## src/rtl/hub75_pixel_rx_pkg.sv

```systemverilog
// Shared types and helpers for the HUB75 pixel receiver.
package hub75_pkg;

  localparam int HUB75_AW         = 14;
  localparam int HUB75_DW         = 20;
  localparam int HUB75_NUM_PIXELS = 16384;

  typedef enum logic [1:0] {
    IDLE      = 2'd0,
    RECV      = 2'd1,
    WAIT_SWAP = 2'd2
  } state_t;

  // RGB888 -> RGB776: keep the 7 MSBs of R and G and the 6 MSBs of B.
  function automatic logic [HUB75_DW-1:0] pack_pixel(input logic [7:0] r,
                                                     input logic [7:0] g,
                                                     input logic [7:0] b);
    logic unused_lsbs;
    unused_lsbs = ^{r[0], g[0], b[1:0]};
    return {r[7:1], g[7:1], b[7:2]};
  endfunction

endpackage

```

## src/rtl/hub75_pixel_rx_if.sv

```systemverilog
// Byte stream in, framebuffer write port out. The receiver uses the slave view.
interface hub75_pixel_rx_if
  import hub75_pkg::*;
#(
  parameter int AW = HUB75_AW,
  parameter int DW = HUB75_DW
) ();

  logic [7:0]    in_data;
  logic          in_valid;
  logic          in_sof;
  logic          in_ready;
  logic [DW-1:0] fb_wdata;
  logic [AW-1:0] fb_waddr;
  logic          fb_we;

  modport master (
    output in_data, in_valid, in_sof,
    input  in_ready, fb_wdata, fb_waddr, fb_we
  );

  modport slave (
    input  in_data, in_valid, in_sof,
    output in_ready, fb_wdata, fb_waddr, fb_we
  );

endinterface

```

## src/rtl/hub75_pixel_rx_byte_assembler.sv

```systemverilog
// Collects R, G, B bytes into one pixel. An accepted sof byte always restarts
// the accumulator as R of a new pixel. The strobe is combinational so the
// parent can register the framebuffer write one cycle after the B byte.
module hub75_byte_assembler (
  input  logic       i_clk,
  input  logic       i_rst,
  input  logic       i_accept,
  input  logic       i_sof,
  input  logic       i_active,
  input  logic [7:0] i_data,
  output logic       o_pix_valid,
  output logic       o_resync,
  output logic [7:0] o_r,
  output logic [7:0] o_g,
  output logic [7:0] o_b
);

  logic [1:0] r_cnt;
  logic [7:0] r_r;
  logic [7:0] r_g;

  // Track byte position within the pixel and hold R/G until B arrives.
  always_ff @(posedge i_clk or posedge i_rst) begin
    if (i_rst) begin
      r_cnt <= '0;
      r_r   <= '0;
      r_g   <= '0;
    end else if (i_accept && i_sof) begin
      r_r   <= i_data;
      r_cnt <= 2'd1;
    end else if (i_accept && i_active) begin
      case (r_cnt)
        2'd0: begin
          r_r   <= i_data;
          r_cnt <= 2'd1;
        end
        2'd1: begin
          r_g   <= i_data;
          r_cnt <= 2'd2;
        end
        default: r_cnt <= 2'd0;
      endcase
    end
  end

  assign o_pix_valid = i_accept && i_active && !i_sof && (r_cnt == 2'd2);
  assign o_resync    = i_accept && i_active && i_sof;
  assign o_r         = r_r;
  assign o_g         = r_g;
  assign o_b         = i_data;

endmodule

```

## src/rtl/hub75_pixel_rx.sv

```systemverilog
// HUB75 framebuffer writer: packs RGB888 stream pixels into the back buffer
// and swaps the displayed buffer once a full frame has been written.
// Build option HUB75_RX_SWAP_SYNC_EN: when defined, the swap waits for the
// display's frame_start pulse; otherwise it happens one cycle after the last
// write (tearing possible).
//
// state     | meaning
// ----------+------------------------------------------------------------
// IDLE      | ready; discard bytes until one arrives with sof
// RECV      | assembling pixels and writing them at pix_cnt
// WAIT_SWAP | frame complete, stream stalled, waiting to swap buffers
module hub75_pixel_rx
  import hub75_pkg::*;
#(
  parameter int NUM_PIXELS = HUB75_NUM_PIXELS,
  parameter int AW         = HUB75_AW
) (
  input  logic             i_clk,
  input  logic             i_rst,
  input  logic             i_frame_start,
  output logic             o_selection,
  output logic             o_frame_done,
  output logic             o_resync,
  hub75_pixel_rx_if.slave  bus
);

  localparam logic [AW-1:0] LAST_PIX = AW'(NUM_PIXELS - 1);

  state_t              r_state;
  state_t              w_next;
  logic                r_in_ready;
  logic                r_fb_we;
  logic [AW-1:0]       r_fb_waddr;
  logic [HUB75_DW-1:0] r_fb_wdata;
  logic [AW-1:0]       r_pix_cnt;
  logic                r_selection;
  logic                r_frame_done;
  logic                r_resync;

  logic                w_accept;
  logic                w_pix_valid;
  logic                w_resync;
  logic                w_last;
  logic                w_swap;
  logic [7:0]          w_r;
  logic [7:0]          w_g;
  logic [7:0]          w_b;

  assign w_accept = bus.in_valid && r_in_ready;

  hub75_byte_assembler u_asm (
    .i_clk      (i_clk),
    .i_rst      (i_rst),
    .i_accept   (w_accept),
    .i_sof      (bus.in_sof),
    .i_active   (r_state == RECV),
    .i_data     (bus.in_data),
    .o_pix_valid(w_pix_valid),
    .o_resync   (w_resync),
    .o_r        (w_r),
    .o_g        (w_g),
    .o_b        (w_b)
  );

  assign w_last = w_pix_valid && (r_pix_cnt == LAST_PIX);

`ifdef HUB75_RX_SWAP_SYNC_EN
  // The cycle carrying the last write is already WAIT_SWAP; a frame_start
  // there must not swap, so it is masked by the pending write strobe.
  assign w_swap = (r_state == WAIT_SWAP) && i_frame_start && !r_fb_we;
`else
  logic w_unused_frame_start;
  assign w_unused_frame_start = i_frame_start;
  assign w_swap = (r_state == WAIT_SWAP);
`endif

  // State register.
  always_ff @(posedge i_clk or posedge i_rst) begin
    if (i_rst) r_state <= IDLE;
    else       r_state <= w_next;
  end

  // Next-state logic.
  always_comb begin
    w_next = r_state;
    case (r_state)
      IDLE:      if (w_accept && bus.in_sof) w_next = RECV;
      RECV:      if (w_last)                 w_next = WAIT_SWAP;
      WAIT_SWAP: if (w_swap)                 w_next = IDLE;
      default:                               w_next = IDLE;
    endcase
  end

  // Registered outputs, pixel addressing and buffer select.
  always_ff @(posedge i_clk or posedge i_rst) begin
    if (i_rst) begin
      r_in_ready   <= 1'b0;
      r_fb_we      <= 1'b0;
      r_fb_waddr   <= '0;
      r_fb_wdata   <= '0;
      r_pix_cnt    <= '0;
      r_selection  <= 1'b0;
      r_frame_done <= 1'b0;
      r_resync     <= 1'b0;
    end else begin
      r_in_ready   <= (w_next != WAIT_SWAP);
      r_fb_we      <= w_pix_valid;
      r_frame_done <= w_swap;
      r_resync     <= w_resync;
      if (w_swap) r_selection <= ~r_selection;
      if (w_pix_valid) begin
        r_fb_waddr <= r_pix_cnt;
        r_fb_wdata <= pack_pixel(w_r, w_g, w_b);
      end
      if (w_accept && bus.in_sof) r_pix_cnt <= '0;
      else if (w_last)            r_pix_cnt <= '0;
      else if (w_pix_valid)       r_pix_cnt <= r_pix_cnt + AW'(1);
    end
  end

  assign bus.in_ready  = r_in_ready;
  assign bus.fb_we     = r_fb_we;
  assign bus.fb_waddr  = r_fb_waddr;
  assign bus.fb_wdata  = r_fb_wdata;
  assign o_selection   = r_selection;
  assign o_frame_done  = r_frame_done;
  assign o_resync      = r_resync;

endmodule

```

## src/flat_wrapper.sv

```systemverilog
// flat-port wrapper written by rule: the top's interface ports become plain ports
module hub75_pixel_rx_flat import hub75_pkg::*;
#(
  parameter int NUM_PIXELS = HUB75_NUM_PIXELS,
  parameter int AW         = HUB75_AW
)
  (i_clk, i_rst, i_frame_start, o_selection, o_frame_done, o_resync, bus_in_data, bus_in_valid, bus_in_sof, bus_in_ready, bus_fb_wdata, bus_fb_waddr, bus_fb_we);
  hub75_pixel_rx_if #(.AW(AW)) bus_i ();
  input  logic i_clk;
  input  logic i_rst;
  input  logic i_frame_start;
  output logic o_selection;
  output logic o_frame_done;
  output logic o_resync;
  input wire logic [$bits(bus_i.in_data)-1:0] bus_in_data;
  input wire logic [$bits(bus_i.in_valid)-1:0] bus_in_valid;
  input wire logic [$bits(bus_i.in_sof)-1:0] bus_in_sof;
  output wire logic [$bits(bus_i.in_ready)-1:0] bus_in_ready;
  output wire logic [$bits(bus_i.fb_wdata)-1:0] bus_fb_wdata;
  output wire logic [$bits(bus_i.fb_waddr)-1:0] bus_fb_waddr;
  output wire logic [$bits(bus_i.fb_we)-1:0] bus_fb_we;
  assign bus_i.in_data = bus_in_data;
  assign bus_i.in_valid = bus_in_valid;
  assign bus_i.in_sof = bus_in_sof;
  assign bus_in_ready = bus_i.in_ready;
  assign bus_fb_wdata = bus_i.fb_wdata;
  assign bus_fb_waddr = bus_i.fb_waddr;
  assign bus_fb_we = bus_i.fb_we;
  hub75_pixel_rx #(.NUM_PIXELS(NUM_PIXELS), .AW(AW)) u_core (.i_clk(i_clk), .i_rst(i_rst), .i_frame_start(i_frame_start), .o_selection(o_selection), .o_frame_done(o_frame_done), .o_resync(o_resync), .bus(bus_i));
endmodule
```

## config.mk

```make
export PLATFORM = sky130hd
export DESIGN_NAME = hub75_pixel_rx_flat
export DESIGN_NICKNAME = d
export VERILOG_FILES = /design/src/rtl/hub75_pixel_rx_pkg.sv /design/src/rtl/hub75_pixel_rx_if.sv /design/src/rtl/hub75_pixel_rx_byte_assembler.sv /design/src/rtl/hub75_pixel_rx.sv /design/src/flat_wrapper.sv
export SDC_FILE = /design/constraint.sdc
export NUM_CORES = 1
export LEC_CHECK = 0
export CORE_MARGIN = 1.5
export CORE_UTILIZATION = 55
export CTS_CLUSTER_SIZE = 25
export DETAILED_ROUTE_END_ITERATION = 16
export PLACE_DENSITY = 0.88
export SYNTH_ARGS = -nofsm -noshare
export SYNTH_HDL_FRONTEND = slang
export SYNTH_SLANG_ARGS = --single-unit
```

## constraint.sdc

```tcl
create_clock -name i_clk -period 3.6 [get_ports i_clk]
set_input_delay 0.54 -clock i_clk [delete_from_list [all_inputs] [get_ports i_clk]]
set_output_delay 0.54 -clock i_clk [all_outputs]
set_load 0.005 [all_outputs]
```

==> run metrics, run 1 <==
DRC 0; fmax 412.5 MHz; starting density of the core 58.22%; Worst-path clk slew around 0.070 ns; PD cells 550.2 nW/um2; critical path endpoint category flip-flop; nets@finish 347; Worst path max stage delay about 0.57 ns; Slew @ Worst Pin 0.8528 ns; Yosys cell types 44; clock period minus final worst setup slack ~2.4 ns; Fin Clk Skew 0.007375 ns; Root Driver clkbuf_8; Clk Latency, worst-skew pair 0.34 ns; Clock Path Buffers 2; H-tree levels 3; total clock buffers created by CTS 9; Setup Viol. Count Final 0; antenna viol nets, final 0; 1st-iter DRT viols 165; CTS tree yes; # IOs 52; CP Data Required Time 3.82 ns; Slew headroom 43.15%; layout cell share with drive strength beyond 1 12.76%; top post-synthesis cells by area dfrtp_1 59%, nand2_1 13%, mux2_2 5.6%, buf_6 1.5%, a31oi_1 1.4%; first-pass GRT wire length 10.12 mm; Post-Route WL 5.831 mm; gr usage total 21.75%; dpl hpwl 3.854 mm; largest net degree at the start of global routing 72; Crit-path slowest cell or2_2; Worst R2R Start u_core.r_state[1]; Worst Setup SP bus_in_valid; status completed; TNS Setup 0 ns; Crit Path Class input port to flip-flop; sequential area share after synthesis just under 60%; antenna violations before repair 0; DRT Pass-1 Iters 4; Crit Path Max Fanout 53; LEAKAGE roughly 1.8 nW; Yosys warnings 0; quantity of I/O buffers inserted on ports between 40 and 50; r2r worst-path depth 5; final worst path period share 67.34%; unrepaired setup endpoints after global routing false; most frequent cells in the layout 108 x nand2_1, 71 x dfrtp_1, 49 x clkdlybuf4s50_1; Core ar. 5205 um2; die area slightly below 6000 um2; CTS resizes 0; Syn Area/Cell around 11 um2; Post-CTS Setup Inserts 0; CP Cell Sequence clkdlybuf4s50_1 -> nand4b_2 -> or2_2 -> clkinv_8 -> and2_1 -> mux2_2; synthesized area roughly 3000 um2; fin. max-slew vios 0; average wire per standard cell 14.33 um; Fin. Hold Viols 0; FFs w/ async S/R, synth 100.0%; Hold Path Class flip-flop to flip-flop; Hold-fix buffers, CTS 0; Post-synth EDFFs 0; Synth area leader dfrtp_1; P&R area growth vs syn 22.58%; Peak VDD IR 0.3903 mV; vias per cell about 5.5; RR Endpoint u_core.r_pix_cnt[12]; via count of the first global-routing pass 2264; ant diodes 0; Die Y just under 80 um; DR vias 2221; Arr. time, crit path 2.64 ns; Clock Sinks a little over 70; RePlAce Congestion 0.8084; ys flop type dfrtp_1; flip-flop and latch count after synthesis 71; Yosys top cell area share 58.63%; Cells after Synth 282; Die Width 77.23 um; Critical Path Sink u_core.r_pix_cnt[12]; FP Rows 26; Syn Nets 296; CP Launch Type input port; worst hold slack approximately 0.47 ns; FF-to-FF setup slack 1.43 ns; most common cell after layout, fill and taps aside nand2_1; global route overflow 0; max_cap viols 0
## through the flow
step | instances | setup WS (ns) | power, mW | util (%) | area (um2)
3_3_place_gp | 392 | 0.8579 | 1.452 | 67.93 | 3536
2_1_floorplan | 282 | 1.263 | 1.206 | - | 3030
4_1_cts | 407 | 1.162 | 2.064 | 71.37 | 3715
5_1_grt | 407 | 1.050 | 2.153 | 71.37 | 3715
3_5_place_dp | 392 | 0.7887 | 1.471 | 67.93 | 3536
6_report | 407 | 1.176 | 2.044 | 71.37 | 3715
## flip-flops by register name (all words and copies together), names as in the netlist
signal	flops
u_core.o_frame_done	1
u_core.u_asm.o_g	7
u_core.r_pix_cnt	14
u_core.u_asm.o_r	7
u_core.o_selection	1
u_core.bus.in_ready	1
u_core.bus.fb_waddr	14
u_core.r_state	2
u_core.bus.fb_we	1
u_core.bus.fb_wdata	20
u_core.u_asm.r_cnt	2
u_core.o_resync	1
## routing by layer
metal / routed length (um) / GRT usage [%] / vias up
met2: 2930 / 36.14 / 58
met4: 53 / 8.364 / 0
met3: 344 / 6.786 / 8
li1: - / - / 1058
met5: 0 / 0 / -
met1: 2502 / 26.45 / 1097
## cell type report
class,count,area [um2]
Timing Repair Buffer,51,505.5
Sequential cell,71,1777
Clock inverter,4,47.55
Clock buffer,11,131.4
Inverter,4,27.53
Fill cell,387,1490
Multi-Input combinational cell,196,1139
Tap cell,70,87.58
## worst min path at each step
stage                              startpoint                       to  slack (ns)  cells after the start
final                      u_core.o_selection       u_core.o_selection        0.47                      1
after CTS                  u_core.o_selection       u_core.o_selection        0.47                      1
after detailed placement   u_core.o_selection       u_core.o_selection        0.46                      1
after global placement    u_core.u_asm.o_g[2]   u_core.bus.fb_wdata[7]        0.45                      2
after global routing      u_core.u_asm.o_g[3]   u_core.bus.fb_wdata[8]        0.50                      2
after floorplan           u_core.u_asm.o_r[2]  u_core.bus.fb_wdata[14]        0.43                      2
## Yosys cell counts, types with 3 or more instances
master and instances:
nand4_1 5, a31oi_1 7, nand3_1 6, and3_1 4, a32o_1 3, buf_6 4, and2_1 4, inv_1 3
mux2_2 15, buf_2 4, o21ai_0 4, nand2_1 108, dfrtp_1 71, nor2_1 4
## critical path, delay by kind of cell
kind          cells  cell delay (ns)
buf+inv           2             0.80
mux               1             0.26
simple gates      3             1.02
## cell families (layout without fill, tap and decap cells)
| logic type | count (synthesis) | in the layout | share of synthesized area [%] |
|---|---|---|---|
| AOI/OAI and AO/OA | 28 | 28 | 7.432 |
| xor gates and xnor gates | 3 | 3 | 0.8672 |
| adders and majority gates | 1 | 1 | 0.4128 |
| buffers and inverters | 15 | 70 | 3.799 |
| DFF | 71 | 71 | 58.63 |
| muxes | 15 | 15 | 5.574 |
| and+or+nand+nor | 149 | 149 | 23.29 |
## report_power, final
part	internal, mW	switching [mW]	total [mW]	leakage [nW]
sequential	0.950	0.0859	1.04	0.928
clock	0.314	0.274	0.588	0.0892
combinational	0.263	0.158	0.420	0.749
total	1.53	0.518	2.04	1.77
Power figures use the tool's default switching activity.
==> run 2: changes to the inputs <==
CORE_UTILIZATION = 47   (was 55)
PLACE_DENSITY = 0.81   (was 0.88)
clock period = 2.2 ns   (was 3.6 ns; I/O delays follow)
==> run 2 against run 1 <==
Net effect: total power grew 74%; combinational power increased by 67%; highest routed layer unchanged; via count increased by 0.77%; global-route usage decreased by 1.4 points; first-iteration DRC count fell by 25%; critical path type is now flip-flop to flip-flop; clock skew about the same; die area is 16% higher; critical endpoint is now u_core.r_pix_cnt[13].
==> run metrics, run 2 (synthesized netlist as in run 1, its figures left out) <==
most frequent cells in the layout 108 x nand2_1, 71 x dfrtp_1, 49 x clkdlybuf4s50_1; Die Y 83.30 um (+7.9%); FP Rows 29 (+12%); max_cap viols 0 (unchanged); Root Driver clkbuf_8; final non-filler cell total 423 (+3.9%); CP Launch Type flip-flop; dpl hpwl 4.083 mm (+6.0%); nets@finish 355 (+2.3%); Largest register FFs 20 (unchanged); # IOs 52 (unchanged); Clk Latency, worst-skew pair 0.36 ns (+0.02 ns); fmax 533.9 MHz; CP Data Required Time 2.44 ns (-1.38 ns); final worst path period share a little under nine tenths; Fin Clk Skew 0.007845 ns (+0.0004697 ns); average wire per standard cell 14.66 um (+2.4%); Hold Path Class input port to async pin; DRT Pass-1 Iters 5 (+1); TNS Setup 0 ns (unchanged); PD cells 923.2 nW/um2 (+68%); Register Area 1777 um2 (unchanged); LEAKAGE 1.831 nW (+3.7%); Peak VDD IR 0.7313 mV (+87%); largest net degree at the start of global routing 72 (unchanged); NetSw 0.9299 mW (+80%); starting density of the core 48.28% (-9.9 points); total clock buffers created by CTS 9 (unchanged); Crit Path Class flip-flop to flip-flop; clock period minus final worst setup slack 1.873 ns; Core ar. 6277 um2 (+21%); multi-input logic area 1139 um2 (unchanged); Die Width 83.30 um (+7.9%); fin. max-slew vios 0 (unchanged); quantity of I/O buffers inserted on ports 49 (unchanged); status completed; Worst-path clk slew 0.08 ns (about the same); unrepaired setup endpoints after global routing false; critical path endpoint category flip-flop; CTS tree yes; clock network power share 32.5% (+3.7 points); via count of the first global-routing pass 2341 (+3.4%); H-tree levels 3 (unchanged); Final Worst Setup Slack 0.3269 ns (-0.8488 ns); Sw Ratio 26.08% (+0.75 points); Slew @ Worst Pin 0.3706 ns (-0.4822 ns); Clock Sinks 71 (unchanged); die area 6938 um2 (+16%); Slew headroom 75.29% (+32 points); Post-CTS Setup Inserts 0 (unchanged); global route overflow 0 (unchanged); Hold-fix buffers, CTS 0 (unchanged); Post-Route WL 6.203 mm (+6.4%); RePlAce Congestion 0.7625 (-5.7%); first-pass GRT wire length 11.12 mm (+9.9%); dpl ws 0.02571 ns (-0.7630 ns); antenna viol nets, final 0 (unchanged); antenna violations before repair 0 (unchanged); number of cells after detailed placement 407 (+3.8%); Logic pwr share 19.7% (-0.9 points); Fin. Hold Viols 0 (unchanged); CTS resizes 0 (unchanged); DR vias 2238 (+0.77%); gr usage total 20.33% (-1.4 points); 1st-iter DRT viols 124 (-25%); P_int 2.636 mW (+73%); fill count 522 (+35%); Clock Path Buffers 2 (unchanged); Crit Path Max Fanout 12 (-77%); Arr. time, crit path 2.11 ns (-0.53 ns); DRC 0 (unchanged); P&R area growth vs syn 27.46%; ant diodes 0 (unchanged); vias per cell 5.291 (-3.0%); Setup Viol. Count Final 0 (unchanged); sequential power share 47.8% (-2.9 points); layout cell share with drive strength beyond 1 15.32% (+2.6 points); most common cell after layout, fill and taps aside nand2_1
## run 2: cell types whose count changed in the layout (fill, tap and decap cells not counted), sizes merged
cell      change
inv           +1
clkinvlp      +2
buf           +8
clkinv        -1
bufinv        +1
clkbuf        -2
## run 2: layout make-up
type,instances,area share [%]
clock buffer,9,3.207
clock inverter,7,2.494
inverter,4,0.7127
multi-input combinational,196,29.48
sequential,71,46.00
tap,77,2.494
timing repair buffer,59,15.61
## run 2: path summary, 6_finish.rpt
path,from,to,slack (ns),cells after the start
worst max-delay path,u_core.r_pix_cnt[0],u_core.r_pix_cnt[13],0.33,5
worst min-delay path,i_rst,u_core.bus.fb_waddr[4],0.38,3
worst max register to register,u_core.r_pix_cnt[0],u_core.r_pix_cnt[13],0.33,5
worst min register to register,u_core.o_selection,u_core.o_selection,0.47,1
max in group asynchronous,i_rst,u_core.bus.fb_wdata[1],1.55,3
min in group i_clk,u_core.o_selection,u_core.o_selection,0.47,1
## run 2: worst max-delay path, stage by stage, from the launching register on
cell and delay [ns]:
dfrtp_1 0.40, ha_1 0.24, nand4_1 0.19, or4_4 0.62, a41oi_1 0.25, a31oi_1 0.06
## run 2: power groups by stage
stage	clock network, mW	logic, mW	registers, mW
2_1_floorplan	0	0.265	1.71
3_3_place_gp	0	0.685	1.71
3_5_place_dp	0	0.710	1.72
4_1_cts	1.18	0.715	1.71
5_1_grt	1.24	0.776	1.73
6_report	1.16	0.701	1.70
## run 2: through the flow
| step | area (um2) | utilization, % | hold WS, ns | total power [mW] |
|---|---|---|---|---|
| floorplan | 3030 | - | 0.4340 | 1.974 |
| global placement | 3642 | 58.02 | 0.4446 | 2.398 |
| detailed placement | 3642 | 58.02 | 0.4567 | 2.428 |
| CTS | 3862 | 61.53 | 0.3868 | 3.598 |
| global route | 3862 | 61.53 | 0.4042 | 3.749 |
| finish | 3862 | 61.53 | 0.3755 | 3.566 |
## run 2: routing by layer
| metal | up-vias | routed length [um] | global-route usage (%) |
|---|---|---|---|
| met5 | - | 0 | 0 |
| met3 | 8 | 277 | 6.561 |
| met2 | 46 | 3118 | 33.26 |
| met4 | 0 | 79 | 6.212 |
| met1 | 1108 | 2728 | 25.88 |
| li1 | 1076 | - | - |
